--- src/rtl/centroid_pkg.sv ---
// Shared types and defaults for the centroid accumulator: FSM state encoding,
// divider/threshold defaults and the timeout counter sizing helper.
package centroid_pkg;

  typedef enum logic [2:0] {
    ST_IDLE    = 3'd0,
    ST_START_X = 3'd1,
    ST_WAIT_X  = 3'd2,
    ST_START_Y = 3'd3,
    ST_WAIT_Y  = 3'd4,
    ST_PUBLISH = 3'd5
  } state_t;

  function automatic int tmo_width(input int timeout);
    return $clog2(timeout + 1);
  endfunction

  localparam int DIV_W_DEF      = 32;
  localparam int MIN_PIXELS_DEF = 64;
  localparam int TIMEOUT_DEF    = 80;
  localparam int TMO_W_DEF      = tmo_width(TIMEOUT_DEF);

endpackage

--- src/rtl/centroid_accumulator_if.sv ---
// Handshake bus between the centroid accumulator (master) and the restoring
// divider (slave).
interface centroid_accumulator_if
  import centroid_pkg::*;
#(
  parameter int DIV_W = DIV_W_DEF
);

  logic             div_start;
  logic             div_sign;
  logic [DIV_W-1:0] div_dividend;
  logic [DIV_W-1:0] div_divisor;
  logic [DIV_W-1:0] div_quotient;
  logic             div_ready;

  modport master (
    output div_start, div_sign, div_dividend, div_divisor,
    input  div_quotient, div_ready
  );

  modport slave (
    input  div_start, div_sign, div_dividend, div_divisor,
    output div_quotient, div_ready
  );

endinterface

--- src/rtl/centroid_sum_accum.sv ---
// Saturating per-frame x/y/count accumulators with a sticky overflow flag,
// clear on frame_end and a snapshot of the closing frame for the divider.
module centroid_sum_accum
  import centroid_pkg::*;
#(
  parameter int X_W   = 10,
  parameter int Y_W   = 10,
  parameter int DIV_W = DIV_W_DEF
) (
  input  logic             clk,
  input  logic             rst_n,
  input  logic             pix_valid,
  input  logic             pix_hit,
  input  logic [X_W-1:0]   hcount,
  input  logic [Y_W-1:0]   vcount,
  input  logic             frame_end,
  input  logic             snap_en,
  output logic [DIV_W-1:0] close_cnt_s,
  output logic             close_ovf_s,
  output logic [DIV_W-1:0] hx,
  output logic [DIV_W-1:0] hy,
  output logic [DIV_W-1:0] hc
);

  logic [DIV_W-1:0] sx_r, sy_r, cnt_r;
  logic             ovf_r;
  logic [DIV_W-1:0] hx_r, hy_r, hc_r;
  logic [DIV_W:0]   add_x_s, add_y_s, add_c_s;
  logic [DIV_W-1:0] sum_x_s, sum_y_s;
  logic             hit_s;

  assign hit_s   = pix_valid & pix_hit;
  assign add_x_s = {1'b0, sx_r} + {{(DIV_W + 1 - X_W){1'b0}}, hcount};
  assign add_y_s = {1'b0, sy_r} + {{(DIV_W + 1 - Y_W){1'b0}}, vcount};
  assign add_c_s = {1'b0, cnt_r} + {{DIV_W{1'b0}}, 1'b1};

  // Next accumulator values including this cycle's pixel; a carry out pins at all-ones.
  always_comb begin
    sum_x_s     = sx_r;
    sum_y_s     = sy_r;
    close_cnt_s = cnt_r;
    close_ovf_s = ovf_r;
    if (hit_s) begin
      sum_x_s     = add_x_s[DIV_W] ? {DIV_W{1'b1}} : add_x_s[DIV_W-1:0];
      sum_y_s     = add_y_s[DIV_W] ? {DIV_W{1'b1}} : add_y_s[DIV_W-1:0];
      close_cnt_s = add_c_s[DIV_W] ? {DIV_W{1'b1}} : add_c_s[DIV_W-1:0];
      close_ovf_s = ovf_r | add_x_s[DIV_W] | add_y_s[DIV_W] | add_c_s[DIV_W];
    end else begin
      close_ovf_s = ovf_r;
    end
  end

  // Running sums: cleared at frame_end so the next frame starts from zero.
  always_ff @(posedge clk or negedge rst_n) begin
    if (!rst_n) begin
      sx_r  <= {DIV_W{1'b0}};
      sy_r  <= {DIV_W{1'b0}};
      cnt_r <= {DIV_W{1'b0}};
      ovf_r <= 1'b0;
    end else if (frame_end) begin
      sx_r  <= {DIV_W{1'b0}};
      sy_r  <= {DIV_W{1'b0}};
      cnt_r <= {DIV_W{1'b0}};
      ovf_r <= 1'b0;
    end else begin
      sx_r  <= sum_x_s;
      sy_r  <= sum_y_s;
      cnt_r <= close_cnt_s;
      ovf_r <= close_ovf_s;
    end
  end

  // Snapshot of the closing frame; a frame ending while the FSM is busy is not captured.
  always_ff @(posedge clk or negedge rst_n) begin
    if (!rst_n) begin
      hx_r <= {DIV_W{1'b0}};
      hy_r <= {DIV_W{1'b0}};
      hc_r <= {DIV_W{1'b0}};
    end else if (frame_end && snap_en) begin
      hx_r <= sum_x_s;
      hy_r <= sum_y_s;
      hc_r <= close_cnt_s;
    end else begin
      hx_r <= hx_r;
      hy_r <= hy_r;
      hc_r <= hc_r;
    end
  end

  assign hx = hx_r;
  assign hy = hy_r;
  assign hc = hc_r;

endmodule

--- src/rtl/centroid_accumulator.sv ---
// Frame centroid engine: accumulates hit coordinates, runs x_sum/count and
// y_sum/count through the external divider and publishes one result per frame.
module centroid_accumulator
  import centroid_pkg::*;
#(
  parameter int X_W        = 10,
  parameter int Y_W        = 10,
  parameter int DIV_W      = DIV_W_DEF,
  parameter int MIN_PIXELS = MIN_PIXELS_DEF,
  parameter int TIMEOUT    = TIMEOUT_DEF
) (
  input  logic                   clk,
  input  logic                   rst_n,
  input  logic                   pix_valid,
  input  logic                   pix_hit,
  input  logic [X_W-1:0]         hcount,
  input  logic [Y_W-1:0]         vcount,
  input  logic                   frame_end,
  centroid_accumulator_if.master div_if,
  output logic [X_W-1:0]         centroid_x,
  output logic [Y_W-1:0]         centroid_y,
  output logic                   centroid_valid,
  output logic                   target_found,
  output logic                   frame_dropped,
  output logic                   busy
);

  localparam int               TMO_W    = tmo_width(TIMEOUT);
  localparam logic [TMO_W-1:0] TMO_LAST = TMO_W'(TIMEOUT - 1);

  state_t           state_r, state_n;
  logic             found_r, found_n;
  logic             sel_y_r, sel_y_n;
  logic             start_r, start_n;
  logic [TMO_W-1:0] tmo_r, tmo_n;
  logic [X_W-1:0]   qx_r, qx_n, qx_clamp_s;
  logic [Y_W-1:0]   qy_r, qy_n, qy_clamp_s;
  logic [X_W-1:0]   centroid_x_r;
  logic [Y_W-1:0]   centroid_y_r;
  logic             centroid_valid_r, target_found_r, frame_dropped_r, busy_r;
  logic [DIV_W-1:0] close_cnt_s, hx_s, hy_s, hc_s;
  logic             close_ovf_s;
  logic             snap_en_s;

  assign snap_en_s = (state_r == ST_IDLE);

  centroid_sum_accum #(
    .X_W   (X_W),
    .Y_W   (Y_W),
    .DIV_W (DIV_W)
  ) u_accum (
    .clk         (clk),
    .rst_n       (rst_n),
    .pix_valid   (pix_valid),
    .pix_hit     (pix_hit),
    .hcount      (hcount),
    .vcount      (vcount),
    .frame_end   (frame_end),
    .snap_en     (snap_en_s),
    .close_cnt_s (close_cnt_s),
    .close_ovf_s (close_ovf_s),
    .hx          (hx_s),
    .hy          (hy_s),
    .hc          (hc_s)
  );

  // Quotients never exceed the largest coordinate; clamp anyway so a faulty divider cannot wrap.
  always_comb begin
    if (|div_if.div_quotient[DIV_W-1:X_W]) begin
      qx_clamp_s = {X_W{1'b1}};
    end else begin
      qx_clamp_s = div_if.div_quotient[X_W-1:0];
    end
    if (|div_if.div_quotient[DIV_W-1:Y_W]) begin
      qy_clamp_s = {Y_W{1'b1}};
    end else begin
      qy_clamp_s = div_if.div_quotient[Y_W-1:0];
    end
  end

  // Next-state logic; div_ready is only honoured in the two WAIT states.
  always_comb begin
    state_n = state_r;
    found_n = found_r;
    sel_y_n = sel_y_r;
    tmo_n   = tmo_r;
    qx_n    = qx_r;
    qy_n    = qy_r;
    start_n = 1'b0;
    case (state_r)
      ST_IDLE: begin
        sel_y_n = 1'b0;
        if (frame_end) begin
          if (close_ovf_s || (close_cnt_s < DIV_W'(MIN_PIXELS))) begin
            state_n = ST_PUBLISH;
            found_n = 1'b0;
          end else begin
            state_n = ST_START_X;
            start_n = 1'b1;
          end
        end else begin
          state_n = ST_IDLE;
        end
      end
      ST_START_X: begin
        state_n = ST_WAIT_X;
        tmo_n   = {TMO_W{1'b0}};
      end
      ST_WAIT_X: begin
        if (div_if.div_ready) begin
          qx_n    = qx_clamp_s;
          sel_y_n = 1'b1;
          start_n = 1'b1;
          state_n = ST_START_Y;
        end else if (tmo_r == TMO_LAST) begin
          found_n = 1'b0;
          state_n = ST_PUBLISH;
        end else begin
          tmo_n = tmo_r + {{(TMO_W - 1){1'b0}}, 1'b1};
        end
      end
      ST_START_Y: begin
        state_n = ST_WAIT_Y;
        tmo_n   = {TMO_W{1'b0}};
      end
      ST_WAIT_Y: begin
        if (div_if.div_ready) begin
          qy_n    = qy_clamp_s;
          found_n = 1'b1;
          state_n = ST_PUBLISH;
        end else if (tmo_r == TMO_LAST) begin
          found_n = 1'b0;
          state_n = ST_PUBLISH;
        end else begin
          tmo_n = tmo_r + {{(TMO_W - 1){1'b0}}, 1'b1};
        end
      end
      ST_PUBLISH: begin
        state_n = ST_IDLE;
      end
      default: begin
        state_n = ST_IDLE;
        found_n = 1'b0;
      end
    endcase
  end

  // FSM state and working registers.
  always_ff @(posedge clk or negedge rst_n) begin
    if (!rst_n) begin
      state_r <= ST_IDLE;
      found_r <= 1'b0;
      sel_y_r <= 1'b0;
      start_r <= 1'b0;
      tmo_r   <= {TMO_W{1'b0}};
      qx_r    <= {X_W{1'b0}};
      qy_r    <= {Y_W{1'b0}};
    end else begin
      state_r <= state_n;
      found_r <= found_n;
      sel_y_r <= sel_y_n;
      start_r <= start_n;
      tmo_r   <= tmo_n;
      qx_r    <= qx_n;
      qy_r    <= qy_n;
    end
  end

  // Published results and status pulses; the centroid holds across failed frames.
  always_ff @(posedge clk or negedge rst_n) begin
    if (!rst_n) begin
      centroid_x_r     <= {X_W{1'b0}};
      centroid_y_r     <= {Y_W{1'b0}};
      centroid_valid_r <= 1'b0;
      target_found_r   <= 1'b0;
      frame_dropped_r  <= 1'b0;
      busy_r           <= 1'b0;
    end else begin
      centroid_valid_r <= (state_r == ST_PUBLISH);
      frame_dropped_r  <= frame_end && (state_r != ST_IDLE);
      busy_r           <= (state_n != ST_IDLE);
      if (state_r == ST_PUBLISH) begin
        target_found_r <= found_r;
        if (found_r) begin
          centroid_x_r <= qx_r;
          centroid_y_r <= qy_r;
        end else begin
          centroid_x_r <= centroid_x_r;
          centroid_y_r <= centroid_y_r;
        end
      end else begin
        target_found_r <= target_found_r;
        centroid_x_r   <= centroid_x_r;
        centroid_y_r   <= centroid_y_r;
      end
    end
  end

  assign div_if.div_start    = start_r;
  assign div_if.div_sign     = 1'b0;
  assign div_if.div_dividend = sel_y_r ? hy_s : hx_s;
  assign div_if.div_divisor  = hc_s;

  assign centroid_x     = centroid_x_r;
  assign centroid_y     = centroid_y_r;
  assign centroid_valid = centroid_valid_r;
  assign target_found   = target_found_r;
  assign frame_dropped  = frame_dropped_r;
  assign busy           = busy_r;

endmodule

--- src/flat_wrapper.sv ---
// flat-port wrapper written by rule: the top's interface ports become plain ports
module centroid_accumulator_flat import centroid_pkg::*;
#(
  parameter int X_W        = 10,
  parameter int Y_W        = 10,
  parameter int DIV_W      = DIV_W_DEF,
  parameter int MIN_PIXELS = MIN_PIXELS_DEF,
  parameter int TIMEOUT    = TIMEOUT_DEF
)
  (clk, rst_n, pix_valid, pix_hit, hcount, vcount, frame_end, centroid_x, centroid_y, centroid_valid, target_found, frame_dropped, busy, div_if_div_start, div_if_div_sign, div_if_div_dividend, div_if_div_divisor, div_if_div_quotient, div_if_div_ready);
  centroid_accumulator_if #(.DIV_W(DIV_W)) div_if_i ();
  input  logic clk;
  input  logic rst_n;
  input  logic pix_valid;
  input  logic pix_hit;
  input  logic [X_W-1:0] hcount;
  input  logic [Y_W-1:0] vcount;
  input  logic frame_end;
  output logic [X_W-1:0] centroid_x;
  output logic [Y_W-1:0] centroid_y;
  output logic centroid_valid;
  output logic target_found;
  output logic frame_dropped;
  output logic busy;
  output wire logic [$bits(div_if_i.div_start)-1:0] div_if_div_start;
  output wire logic [$bits(div_if_i.div_sign)-1:0] div_if_div_sign;
  output wire logic [$bits(div_if_i.div_dividend)-1:0] div_if_div_dividend;
  output wire logic [$bits(div_if_i.div_divisor)-1:0] div_if_div_divisor;
  input wire logic [$bits(div_if_i.div_quotient)-1:0] div_if_div_quotient;
  input wire logic [$bits(div_if_i.div_ready)-1:0] div_if_div_ready;
  assign div_if_div_start = div_if_i.div_start;
  assign div_if_div_sign = div_if_i.div_sign;
  assign div_if_div_dividend = div_if_i.div_dividend;
  assign div_if_div_divisor = div_if_i.div_divisor;
  assign div_if_i.div_quotient = div_if_div_quotient;
  assign div_if_i.div_ready = div_if_div_ready;
  centroid_accumulator #(.X_W(X_W), .Y_W(Y_W), .DIV_W(DIV_W), .MIN_PIXELS(MIN_PIXELS), .TIMEOUT(TIMEOUT)) u_core (.clk(clk), .rst_n(rst_n), .pix_valid(pix_valid), .pix_hit(pix_hit), .hcount(hcount), .vcount(vcount), .frame_end(frame_end), .div_if(div_if_i), .centroid_x(centroid_x), .centroid_y(centroid_y), .centroid_valid(centroid_valid), .target_found(target_found), .frame_dropped(frame_dropped), .busy(busy));
endmodule
--- config.mk ---
export PLATFORM = sky130hd
export DESIGN_NAME = centroid_accumulator_flat
export DESIGN_NICKNAME = d
export VERILOG_FILES = /design/src/rtl/centroid_pkg.sv /design/src/rtl/centroid_accumulator_if.sv /design/src/rtl/centroid_sum_accum.sv /design/src/rtl/centroid_accumulator.sv /design/src/flat_wrapper.sv
export SDC_FILE = /design/constraint.sdc
export NUM_CORES = 1
export LEC_CHECK = 0
export CAP_MARGIN = 20
export CORE_MARGIN = 4
export CORE_UTILIZATION = 30
export DETAILED_ROUTE_END_ITERATION = 10
export PLACE_DENSITY_LB_ADDON = 0.15
export SLEW_MARGIN = 20
export SYNTH_ARGS = -nofsm -noshare
export SYNTH_HDL_FRONTEND = slang
export SYNTH_SLANG_ARGS = --single-unit
--- constraint.sdc ---
create_clock -name clk -period 3.7 [get_ports clk]
set_input_delay 0.555 -clock clk [delete_from_list [all_inputs] [get_ports clk]]
set_output_delay 0.555 -clock clk [all_outputs]
set_load 0.005 [all_outputs]
### Word level (Yosys, flattened, before mapping)

Index checks and enable logic that the tools add are counted.

| operators by class | value |
|---|---|
| $add $sub $neg | 4 |
| multiplexer cells | 34 |
| reduce and logical (&&, ||, !) cells | 18 |
| $lt $le $gt $ge | 1 |
| eq/ne operators | 12 |
| bitwise logic cells | 5 |

Operators with widths:

| cell | number |
|---|---|
| $mux 32 | 10 |
| $add 32x10->33 | 2 |
| $add 32x1->33 const B | 1 |
| $lt 32x7->1 const B | 1 |
| $reduce_or 22->1 | 1 |
| $mux 3 | 5 |
| $pmux 3 s5 | 1 |
| $mux 7 | 2 |
| $pmux 7 s2 | 1 |
| $mux 1 | 11 |
| $mux 10 | 1 |
| $ne 2x2->1 const B | 5 |
| $reduce_and 2->1 | 4 |
| $add 7x1->7 const B | 1 |
| $eq 7x7->1 const B | 1 |
| $eq 3x2->1 const B | 2 |
| $eq 3x3->1 const B | 2 |
| $reduce_bool 3->1 | 2 |
| $pmux 1 s2 | 2 |
| $pmux 1 s4 | 1 |
| $reduce_and 4->1 | 1 |
| $reduce_bool 2->1 | 2 |
| $reduce_or 2->1 | 2 |
| $eq 3x1->1 const B | 1 |
| 9 further kinds | 12 |

| storage, ports and cells | value |
|---|---|
| register bits after elaboration | 250 |
| bits of input ports | 58 |
| word-level logic and storage cells | 94 |

### Logic depth before layout (Yosys ltp)

Gate-level depths: netlist of run 1.

| logic depth | value |
|---|---|
| depth after elaboration | 10 |
| gate-level depth with buffers | 12 |
| mapped depth without buffers | 10 |

### Modules after synthesis

A second synthesis of run 1 with hierarchy kept.

| unflattened totals | value |
|---|---|
| cells, all modules | 1335 |
| area total of the unflattened synthesis | 12772.2 um^2 |

By module, submodules not included:

| module | cells each | seq. area each (um^2) | area each (um^2) | times used |
|---|---|---|---|---|
| centroid_sum_accum | 1065 | 4829.6 | 9894.5 | 1 |
| centroid_accumulator | 270 | 1426.4 | 2877.8 | 1 |

### Worst setup path after synthesis of run 1

Ideal clock, no wire load.

| timing | value |
|---|---|
| path kind | in2reg |
| start | input port vcount[0] |
| end | register u_core.u_accum.hy_r[16], in the netlist u_core.u_accum.hy[16] |
| stages | 12 |
| path buffers | 2 |
| setup slack | 0.747 ns |
| arrival | 2.888 ns |
| path through | ha_1 -> fa_1 -> a21o_1 -> a21oi_1 -> o21ai_0 -> a41o_1 -> clkbuf_1 -> and3b_1 -> clkbuf_1 -> and2_1 -> a211oi_1 -> a21o_1 |

| between the ends | value |
|---|---|
| word-level cells in the longest chain between the ends | 3 |

Ends and longest elaborated chain:

| what | RTL line | text |
|---|---|---|
| start: declaration | flat_wrapper.sv:17 | `input logic [Y_W-1:0] vcount;` |
| $add 32x10->33 | centroid_sum_accum.sv:34 | `assign add_y_s = {1'b0, sy_r} + {{(DIV_W + 1 - Y_W){1'b0}}, vcount};` |
| $mux 32 | centroid_sum_accum.sv:45 | `sum_y_s = add_y_s[DIV_W] ? {DIV_W{1'b1}} : add_y_s[DIV_W-1:0];` |
| $mux 32 | centroid_sum_accum.sv:43 | `if (hit_s) begin` |
| end signal: assignment | centroid_sum_accum.sv:77 | `hy_r <= {DIV_W{1'b0}};` |
| end signal: assignment | centroid_sum_accum.sv:81 | `hy_r <= sum_y_s;` |
| end signal: assignment | centroid_sum_accum.sv:85 | `hy_r <= hy_r;` |
| end: declaration | centroid_sum_accum.sv:27 | `logic [DIV_W-1:0] hx_r, hy_r, hc_r;` |

No other way between the ends.
A chain may end at the register's enable or synchronous reset.

### Worst setup path in the final report of run 1

| timing | value |
|---|---|
| start | register u_core.u_accum.cnt_r[17] |
| end | register u_core.found_r |

| between the ends | value |
|---|---|
| word-level cells in the longest chain between the ends | 7 |

Ends and longest elaborated chain:

| what | RTL line | text |
|---|---|---|
| start: declaration | centroid_sum_accum.sv:25 | `logic [DIV_W-1:0] sx_r, sy_r, cnt_r;` |
| start signal: assignment | centroid_sum_accum.sv:58 | `cnt_r <= {DIV_W{1'b0}};` |
| start signal: assignment | centroid_sum_accum.sv:63 | `cnt_r <= {DIV_W{1'b0}};` |
| start signal: assignment | centroid_sum_accum.sv:68 | `cnt_r <= close_cnt_s;` |
| $add 32x1->33 | centroid_sum_accum.sv:35 | `assign add_c_s = {1'b0, cnt_r} + {{DIV_W{1'b0}}, 1'b1};` |
| $mux 32 | centroid_sum_accum.sv:46 | `close_cnt_s = add_c_s[DIV_W] ? {DIV_W{1'b1}} : add_c_s[DIV_W-1:0];` |
| $mux 32 | centroid_sum_accum.sv:43 |  |
| $lt 32x7->1 | centroid_accumulator.sv:94 | `if (close_ovf_s \|\| (close_cnt_s < DIV_W'(MIN_PIXELS))) begin` |
| $logic_or 1x1->1 (*) | centroid_accumulator.sv:94 |  |
| $ne 2x1->1 (no source line) (*) | -- |  |
| $reduce_and 4->1 (no source line) (*) | -- |  |
| end signal: assignment | centroid_accumulator.sv:160 | `found_r <= found_n;` |
| end: declaration | centroid_accumulator.sv:32 | `logic found_r, found_n;` |

Mark *: on every way between the ends. The rest lies on a longest branch, timed or not.

==> summary.txt, run 1 <==
Post-Synthesis Cells: 1296
GR Overflow Total: 0
r2r startpoint: u_core.u_accum.cnt_r[17]$_DFF_PN0_
TritonCTS clock tree: built
largest family of logic cells by synthesized area: simple AND/OR/NAND/NOR gates
Post-Syn Nets: 1378
gr usage total: 15.3%
worst setup path end: u_core.found_r$_DFFE_PN0P_
Vert. Die Dim: 211 um
initial core utilization: 30.3%
synthesized flop and latch total: 250
worst path arrival time: 3620 ps
Worst R2R Setup Slack: 520 ps
most frequent cells in the layout: dfrtp_1, nor2_1, nand2_1
Final min period: 3180 ps
Post-synth EDFFs: 0
hold_buf cts: 0
n_diodes: 0
Final ANT Viol Nets: 0
first-pass GRT wire length: 55.5 mm
Setup Skew: 13.2 ps
DRC violations left: 0
Avg Vias per Cell: 4.94
# rows: 74
Root Driver: clkbuf_16
CP endpoint kind: register
worst r2r path cells: 10
Warnings, synthesis: 0
Least-Margin Pin Slew: 981 ps
core box area: 0.0407 mm^2
CTS Sinks: 250
Seq/Total Area, Yosys: 50.7%
Final HPWL DP: 24.6 mm
mux cell area share after synthesis: 6.86%
Fmax achieved: 314 MHz
Clk Latency, worst-skew pair: 560 ps
Layout fillers: 4097
Die Span X: 211 um
Port-buffer cells: 146
commonest non-fill, non-tap cell in the layout: dfrtp_1
crit path max fanout: 9
final RePlAce weighted congestion: 0.840
Crit Path Class: register to register
Worst slew margin: 34.6%
post-CTS setup buffers: 0
pwr/cell area: 545 mW/mm^2
maxcap violations: 0
clk slew on worst S/H paths: 60 ps
R2R Path End: u_core.found_r$_DFFE_PN0P_
CTS Buffer Depth: 3
DRT Pass-1 Iters: 5
HP Class: input port to asynchronous set/reset pin
period utilization: 86.0%
crit path from: u_core.u_accum.cnt_r[17]$_DFF_PN0_
Leak: 6.56 nW
peak supply drop: 0.311 mV
post-synth cell types: 68
I/O Pins: 148
antenna violations before repair: 0
Adder-Cell Fraction of Synth Area: 2.55%
overall power: 8.43 mW
fin util: 37.9%
xor/xnor share of the synthesized area: 3.76%
syn_area_per_cell: 9.53 um^2
Worst Path Required: 4140 ps
H-tree depth: 1
RSZ-0062 raised after global routing: no
routed wire length: 34.5 mm
WL/cell: 17.3 um
startpoint types: register
Post-synth ARST share: 100%
total die area: 0.0445 mm^2
Synth Area in Simple Gates: 21.1%
TritonCTS buffer count: 31
1st-iter DRT viols: 503
nets: 1521
complex-gate fraction of the synthesized area: 12.0%
vias: 9833
status: finished, final reports clean
Resized cells post-CTS: 0
vias in the first global route: 9809
Slew Viols, Final: 0
synthesis-to-finish area growth: 25.2%
Hold Fails Final Rpt: 0
Synth Cell Area: 0.0123 mm^2
prevailing post-synth register cell: dfrtp_1
largest net degree at the start of global routing: 119
final-report setup violation count: 0
layout cells sized above 1: 10.6%
[power by group]
part           switching, mW  internal [mW]  total [mW]  leakage [nW]
logic                  0.995           1.08        2.07          2.84
registers              0.316           3.17        3.49          3.25
clock network           1.15           1.72        2.87         0.466
total                   2.46           5.97        8.43          6.56
[worst max-delay path, cell delays in order, from the launching register on]
cell and delay (ps):
dfrtp_1 510, and4_1 410, nand2_1 110, or2_1 360, nor4_1 680, buf_4 220, a21oi_1 50, o211ai_1 260
a31oi_1 70, buf_4 160, a32o_1 230
[area by class of cell]
cell class	count	area, um^2	share of cell area (%)
Multi-Input combinational cell	956	5730	37.1
Tap cell	532	666	4.31
Timing Repair Buffer	185	1810	11.7
Clock inverter	8	93.8	0.607
Clock buffer	43	851	5.50
Sequential cell	250	6260	40.5
Inverter	15	56.3	0.364
[sequential cells by signal (all words and copies together), names as in the netlist]
signal                   flops
u_core.found_r               1
u_core.centroid_x           10
u_core.tmo_r                 7
u_core.u_accum.hy           32
u_core.target_found          1
u_core.sel_y_r               1
u_core.state_r               3
u_core.qy_r                 10
u_core.u_accum.hc           32
u_core.u_accum.hx           32
u_core.u_accum.ovf_r         1
u_core.u_accum.sx_r         32
u_core.u_accum.cnt_r        32
u_core.u_accum.sy_r         32
u_core.frame_dropped         1
u_core.busy                  1
u_core.div_if.div_start      1
u_core.centroid_y           10
u_core.centroid_valid        1
u_core.qx_r                 10
[logic make-up (layout without fill, tap and decap cells)]
kind of cell | Yosys count | count (layout)
fa+ha+maj | 24 | 24
buf+inv | 90 | 251
xor+xnor | 53 | 53
compound gates | 258 | 258
flops | 250 | 250
mux | 78 | 78
other cells | 1 | 1
simple gates | 542 | 542
[metrics by stage]
step	hold slack (ps)	setup WS [ps]	setup TNS [ps]	cell area, um^2	cells
after floorplan	259	747	0	12300	1296
after global placement	459	47.0	0	14500	1938
after detailed placement	467	-39.3	-77.9	14500	1938
after CTS	140	546	0	15500	1989
after global routing	142	256	0	15500	1989
final	77.6	520	0	15500	1989
[cells in the mapped netlist (8+ instances only)]
cell	count	area, um^2
dfrtp_1	250	6260
nor2_1	179	672
nand2_1	147	552
o21ai_0	97	485
a21oi_1	81	405
clkbuf_1	59	221
mux2_2	53	597
nand4_1	36	225
nand3_1	30	150
xnor2_1	30	263
nor3_1	28	140
mux2i_1	25	250
and3_1	23	144
xor2_1	23	201
ha_1	22	275
nor4_1	17	106
a31oi_1	16	100
inv_1	15	56.3
nor2b_1	14	87.6
and4_1	13	114
o22ai_1	13	81.3
and2_1	10	62.6
nand2b_1	10	62.6
a21o_1	9	67.6
buf_2	8	40.0
or3_1	8	50.1
[how the worst min path moves through the flow]
stage	start	to	slack (ps)	cells after the start
4_1_cts	rst_n	u_core.u_accum.hx[26]$_DFFE_PN0P_	140	1
2_1_floorplan	rst_n	u_core.busy$_DFF_PN0_	260	0
6_report	rst_n	u_core.u_accum.hx[26]$_DFFE_PN0P_	80	1
3_3_place_gp	u_core.u_accum.hy[31]$_DFFE_PN0P_	u_core.u_accum.hy[31]$_DFFE_PN0P_	460	2
5_1_grt	rst_n	u_core.u_accum.hx[28]$_DFFE_PN0P_	140	1
3_5_place_dp	u_core.u_accum.hx[30]$_DFFE_PN0P_	u_core.u_accum.hx[30]$_DFFE_PN0P_	470	2
[metal layers]
metal | up-vias | part of all wire (%) | GRT usage (%)
li1 | 4860 | - | -
met1 | 4746 | 46 | 21.5
met2 | 189 | 47 | 25.4
met3 | 38 | 4.2 | 2.44
met4 | 0 | 2.0 | 3.20
met5 | - | 0 | 0
Note: power is estimated with default switching activity, not from simulation.
==> inputs of run 2 (changes only) <==
- clock period: 3.7 -> 3.9 ns (I/O delays scaled with it)
==> run 2 against run 1 <==
Compared with the run above: utilization fell by 0.23 points; clock-buffer cell count shrank 1; power shrank 5.1%; die area is the same; critical path type is now input port to register; cell area fell by 0.62%; setup slack improved by 240 ps; largest power group unchanged; sequential power down 5%; wire length down 2.2%; sequential share of layout area increased by 0.25 points; hold slack got worse by 60 ps; first-iteration DRC count decreased by 3.0%; global-route usage down 0.45 points.
==> summary.txt, run 2 (same netlist as run 1, synthesis figures left out) <==
period utilization: 80.4%
clk slew on worst S/H paths: 60 ps
1st-iter DRT viols: 488
Leak: 6.50 nW
HP Class: input port to asynchronous set/reset pin
I/O Pins: 148
Resized cells post-CTS: 0
Final HPWL DP: 24.0 mm
Fmax achieved: 319 MHz
peak supply drop: 0.316 mV
internal power: 5.70 mW
Final ANT Viol Nets: 0
final-report setup violation count: 0
nets: 1506
CTS Buffer Depth: 3
H-tree depth: 1
Least-Margin Pin Slew: 972 ps
n_diodes: 0
TritonCTS buffer count: 29
most frequent cells in the layout: dfrtp_1, nor2_1, nand2_1
DRT Pass-1 Iters: 5
first-pass GRT wire length: 54.0 mm
synthesis-to-finish area growth: 24.4%
placed cell area: 0.0144 mm^2
gr usage total: 14.9%
final RePlAce weighted congestion: 0.825
status: finished, final reports clean
DRC violations left: 0
Vert. Die Dim: 211 um
WL/cell: 17.1 um
TritonCTS clock tree: built
Worst slew margin: 35.1%
final std cells w/o fill: 1975
worst path arrival time: 3520 ps
TNS Setup: 0 ps
largest net degree at the start of global routing: 88
antenna violations before repair: 0
RSZ-0062 raised after global routing: no
Setup Skew: 17.0 ps
routed wire length: 33.7 mm
clock share of power: 34.3%
Avg Vias per Cell: 4.92
startpoint types: input port
vias in the first global route: 9639
Hold Fails Final Rpt: 0
Clk Latency, worst-skew pair: 560 ps
total die area: 0.0445 mm^2
Crit Path Class: input port to register
Worst Path Required: 4280 ps
post-CTS setup buffers: 0
vias: 9714
crit path max fanout: 10
Final min period: 3140 ps
hold_buf cts: 0
Flop pwr share: 41.4%
fin util: 37.7%
GR Overflow Total: 0
layout cells sized above 1: 9.91%
Root Driver: clkbuf_16
Slew Viols, Final: 0
# rows: 74
core box area: 0.0407 mm^2
Sw Ratio: 28.8%
P_sw: 2.30 mW
initial core utilization: 30.3%
placed cell count: 1925
CP endpoint kind: register
Die Span X: 211 um
CTS Sinks: 250
cell area after layout: 0.0154 mm^2
pwr/cell area: 521 mW/mm^2
Gate power share: 24.4%
Port-buffer cells: 146
commonest non-fill, non-tap cell in the layout: dfrtp_1
maxcap violations: 0
run 2: path summary, 6_finish.rpt:
path                                                          from                           endpoint  cells after the start  slack (ps)
worst max-delay path                                     vcount[0]   u_core.u_accum.hy[4]$_DFFE_PN0P_                     11         760
worst min-delay path                                         rst_n  u_core.u_accum.hx[26]$_DFFE_PN0P_                      1          20
worst max register to register  u_core.u_accum.cnt_r[17]$_DFF_PN0_         u_core.found_r$_DFFE_PN0P_                     10         810
worst min register to register   u_core.u_accum.hy[31]$_DFFE_PN0P_  u_core.u_accum.hy[31]$_DFFE_PN0P_                      2         470
max in group asynchronous                                    rst_n   u_core.centroid_y[8]$_DFFE_PN0P_                      2        2850
min in group clk                 u_core.u_accum.hy[31]$_DFFE_PN0P_  u_core.u_accum.hy[31]$_DFFE_PN0P_                      2         470
run 2: critical path, cell delays in order:
cell,delay [ps]
clkdlybuf4s50_1,410
ha_1,230
fa_1,410
a21o_1,190
a21oi_1,270
o21ai_0,170
a41o_1,370
nand4_1,440
a21oi_1,140
a21oi_1,190
o21ai_0,110
run 2: per-layer routing:
layer  vias up  wire, um  GRT usage [%]
met5         -         0              0
met1      4673     16100           21.1
met2       192     15500           24.1
met4         0       627           3.11
li1       4813         -              -
met3        36      1420           2.64
run 2: cell type report:
cell class | count | area [um^2]
fillers | 4131 | 25400
flip-flops and latches | 250 | 6260
multi-input cells | 956 | 5730
repair buffers | 172 | 1700
clock buffers | 42 | 835
well taps | 532 | 666
clock inverters | 8 | 125
inverters | 15 | 56.3
run 2: power by group through the flow:
stage | Sequential (mW) | Combinational, mW | Clock (mW)
2_1_floorplan | 3.24 | 1.08 | 0
3_3_place_gp | 3.36 | 1.98 | 0
3_5_place_dp | 3.36 | 1.99 | 0
4_1_cts | 3.32 | 2.00 | 2.84
5_1_grt | 3.37 | 2.18 | 2.94
6_report | 3.31 | 1.95 | 2.74
run 2: stage by stage:
step           setup WS, ps  hold WS (ps)  power (mW)
2_1_floorplan           917           289        4.32
3_3_place_gp            226           460        5.34
3_5_place_dp            198           466        5.35
4_1_cts                 776          56.1        8.16
5_1_grt                 505          82.5        8.50
6_report                763          17.9        8.00
==> inputs of run 3 (changes only) <==
- clock period: 3.9 -> 2.56 ns (I/O delays scaled with it)
==> run 3 against run 2 <==
Compared with the run above: wire length rose by 11%; sequential cell count did not move; the run now ends with negative setup slack left; largest power group unchanged; highest routed layer unchanged; die area did not move; register-to-register slack got worse by 940 ps.
==> summary.txt, run 3 (same netlist as run 1, synthesis figures left out) <==
CTS Sinks: 250
Die Span X: 211 um
first-pass GRT wire length: 59.1 mm
Fmax achieved: 372 MHz
overall power: 13.0 mW
routed wire length: 37.4 mm
DRT Pass-1 Iters: 5
vias in the first global route: 10800
H-tree depth: 1
setup slack after layout: -126 ps
fin util: 43.3%
# rows: 74
Sw Ratio: 28.9%
status: complete, but fails checks
WL/cell: 17.3 um
Setup Slack @ Placement: -807 ps
antenna violations before repair: 0
Gate power share: 26.0%
Setup Skew: 11.6 ps
peak supply drop: 0.521 mV
Crit path max-delay family: simple AND/OR/NAND/NOR gates
Worst slew margin: 47.2%
Worst R2R Setup Slack: -130 ps
most frequent cells in the layout: dfrtp_1, buf_4, nor2_1
clock share of power: 35.4%
Root Driver: clkbuf_16
largest net degree at the start of global routing: 62
Crit Path Class: register to register
Avg Vias per Cell: 4.91
startpoint types: register
Critical Path, Cell by Cell: and4_1 > nand4_1 > or2_1 > nor4_1 > buf_4 > a21oi_1 > o211ai_1 > a31oi_2 > a32o_1
Clk Latency, worst-skew pair: 560 ps
Leak: 7.60 nW
layout cells sized above 1: 26.7%
Least-Margin Pin Slew: 792 ps
GR Overflow Total: 0
CTS Buffer Depth: 3
TritonCTS clock tree: built
Flop pwr share: 38.6%
critical path's slowest cell: nor4_1
CP endpoint kind: register
Port-buffer cells: 146
synthesis-to-finish area growth: 42.9%
n_diodes: 0
crit-path max cell delay: 520 ps
TritonCTS buffer count: 30
DRC violations left: 0
Hold Fails Final Rpt: 0
CP bufs+invs: 1
vias: 10600
P_sw: 3.74 mW
HP Class: input port to register
worst path arrival time: 3120 ps
maxcap violations: 0
nets: 1690
Final min period: 2690 ps
Slew Viols, Final: 0
Worst Path Required: 3000 ps
failing checks: negative setup slack
core box area: 0.0407 mm^2
gr usage total: 16.3%
RSZ-0062 raised after global routing: yes
period utilization: 105%
TNS Setup: -1250 ps
Final HPWL DP: 26.1 mm
final-report setup violation count: 29
pwr/cell area: 735 mW/mm^2
crit path max fanout: 4
Vert. Die Dim: 211 um
clk slew on worst S/H paths: 60 ps
internal power: 9.22 mW
Final ANT Viol Nets: 0
total die area: 0.0445 mm^2
commonest non-fill, non-tap cell in the layout: dfrtp_1
I/O Pins: 148
initial core utilization: 30.3%
final RePlAce weighted congestion: 0.834
1st-iter DRT viols: 454
-- run 3: worst paths after layout --
| check | start | to | cells after the start |
|---|---|---|---|
| worst min register to register | u_core.u_accum.hy[22]$_DFFE_PN0P_ | u_core.u_accum.hy[22]$_DFFE_PN0P_ | 2 |
| worst max register to register | u_core.u_accum.cnt_r[21]$_DFF_PN0_ | u_core.found_r$_DFFE_PN0P_ | 9 |
| min in group asynchronous | rst_n | u_core.u_accum.hc[28]$_DFFE_PN0P_ | 2 |
| max in group asynchronous | rst_n | u_core.u_accum.hx[2]$_DFFE_PN0P_ | 3 |
| worst max-delay path | u_core.u_accum.cnt_r[21]$_DFF_PN0_ | u_core.found_r$_DFFE_PN0P_ | 9 |
| worst min-delay path | frame_end | u_core.u_accum.cnt_r[22]$_DFF_PN0_ | 3 |
-- run 3: routing by layer --
metal | global-route usage, % | vias up | routed length [um]
met5 | 0 | - | 0
met4 | 3.62 | 0 | 771
met3 | 2.48 | 52 | 1530
met2 | 26.7 | 210 | 17700
met1 | 23.0 | 5154 | 17400
li1 | - | 5197 | -
-- run 3: final cells by class --
type                       instances  area (um^2)
clock buffer                      40          860
timing repair buffer             354         3240
fill                            4030        23100
clock inverter                    15          211
inverter                          15         56.3
tap                              532          666
multi-input combinational        957         6360
sequential                       250         6260
-- run 3: repair_timing --
action                                  4_1_cts  5_1_grt
pin swaps                                    16       47
setup buffers                                 7       17
gates resized for setup                      47      110
endpoints found under the hold margin        44        0
hold buffers                                  1        0
endpoints found under the setup margin      119      122
gates cloned                                  0        4
-- run 3: tightest hold or removal path, stage by stage --
cell	delay, ps
buf_4	110
inv_1	150
and2_1	180
-- run 3: power groups by stage --
stage	combinational [mW]	clock [mW]	sequential (mW)
floorplan	1.66	0	4.94
global placement	3.22	0	5.07
detailed placement	3.25	0	5.08
CTS	3.33	4.76	5.01
global route	3.73	4.91	5.09
finish	3.37	4.59	5.00
-- run 3: stage by stage --
step	hold WS, ps	std cells	area (um^2)
finish	310	2163	17600
global route	300	2163	17600
CTS	286	2143	17000
detailed placement	345	2080	15700
global placement	341	2080	15700
floorplan	88.4	1296	12400
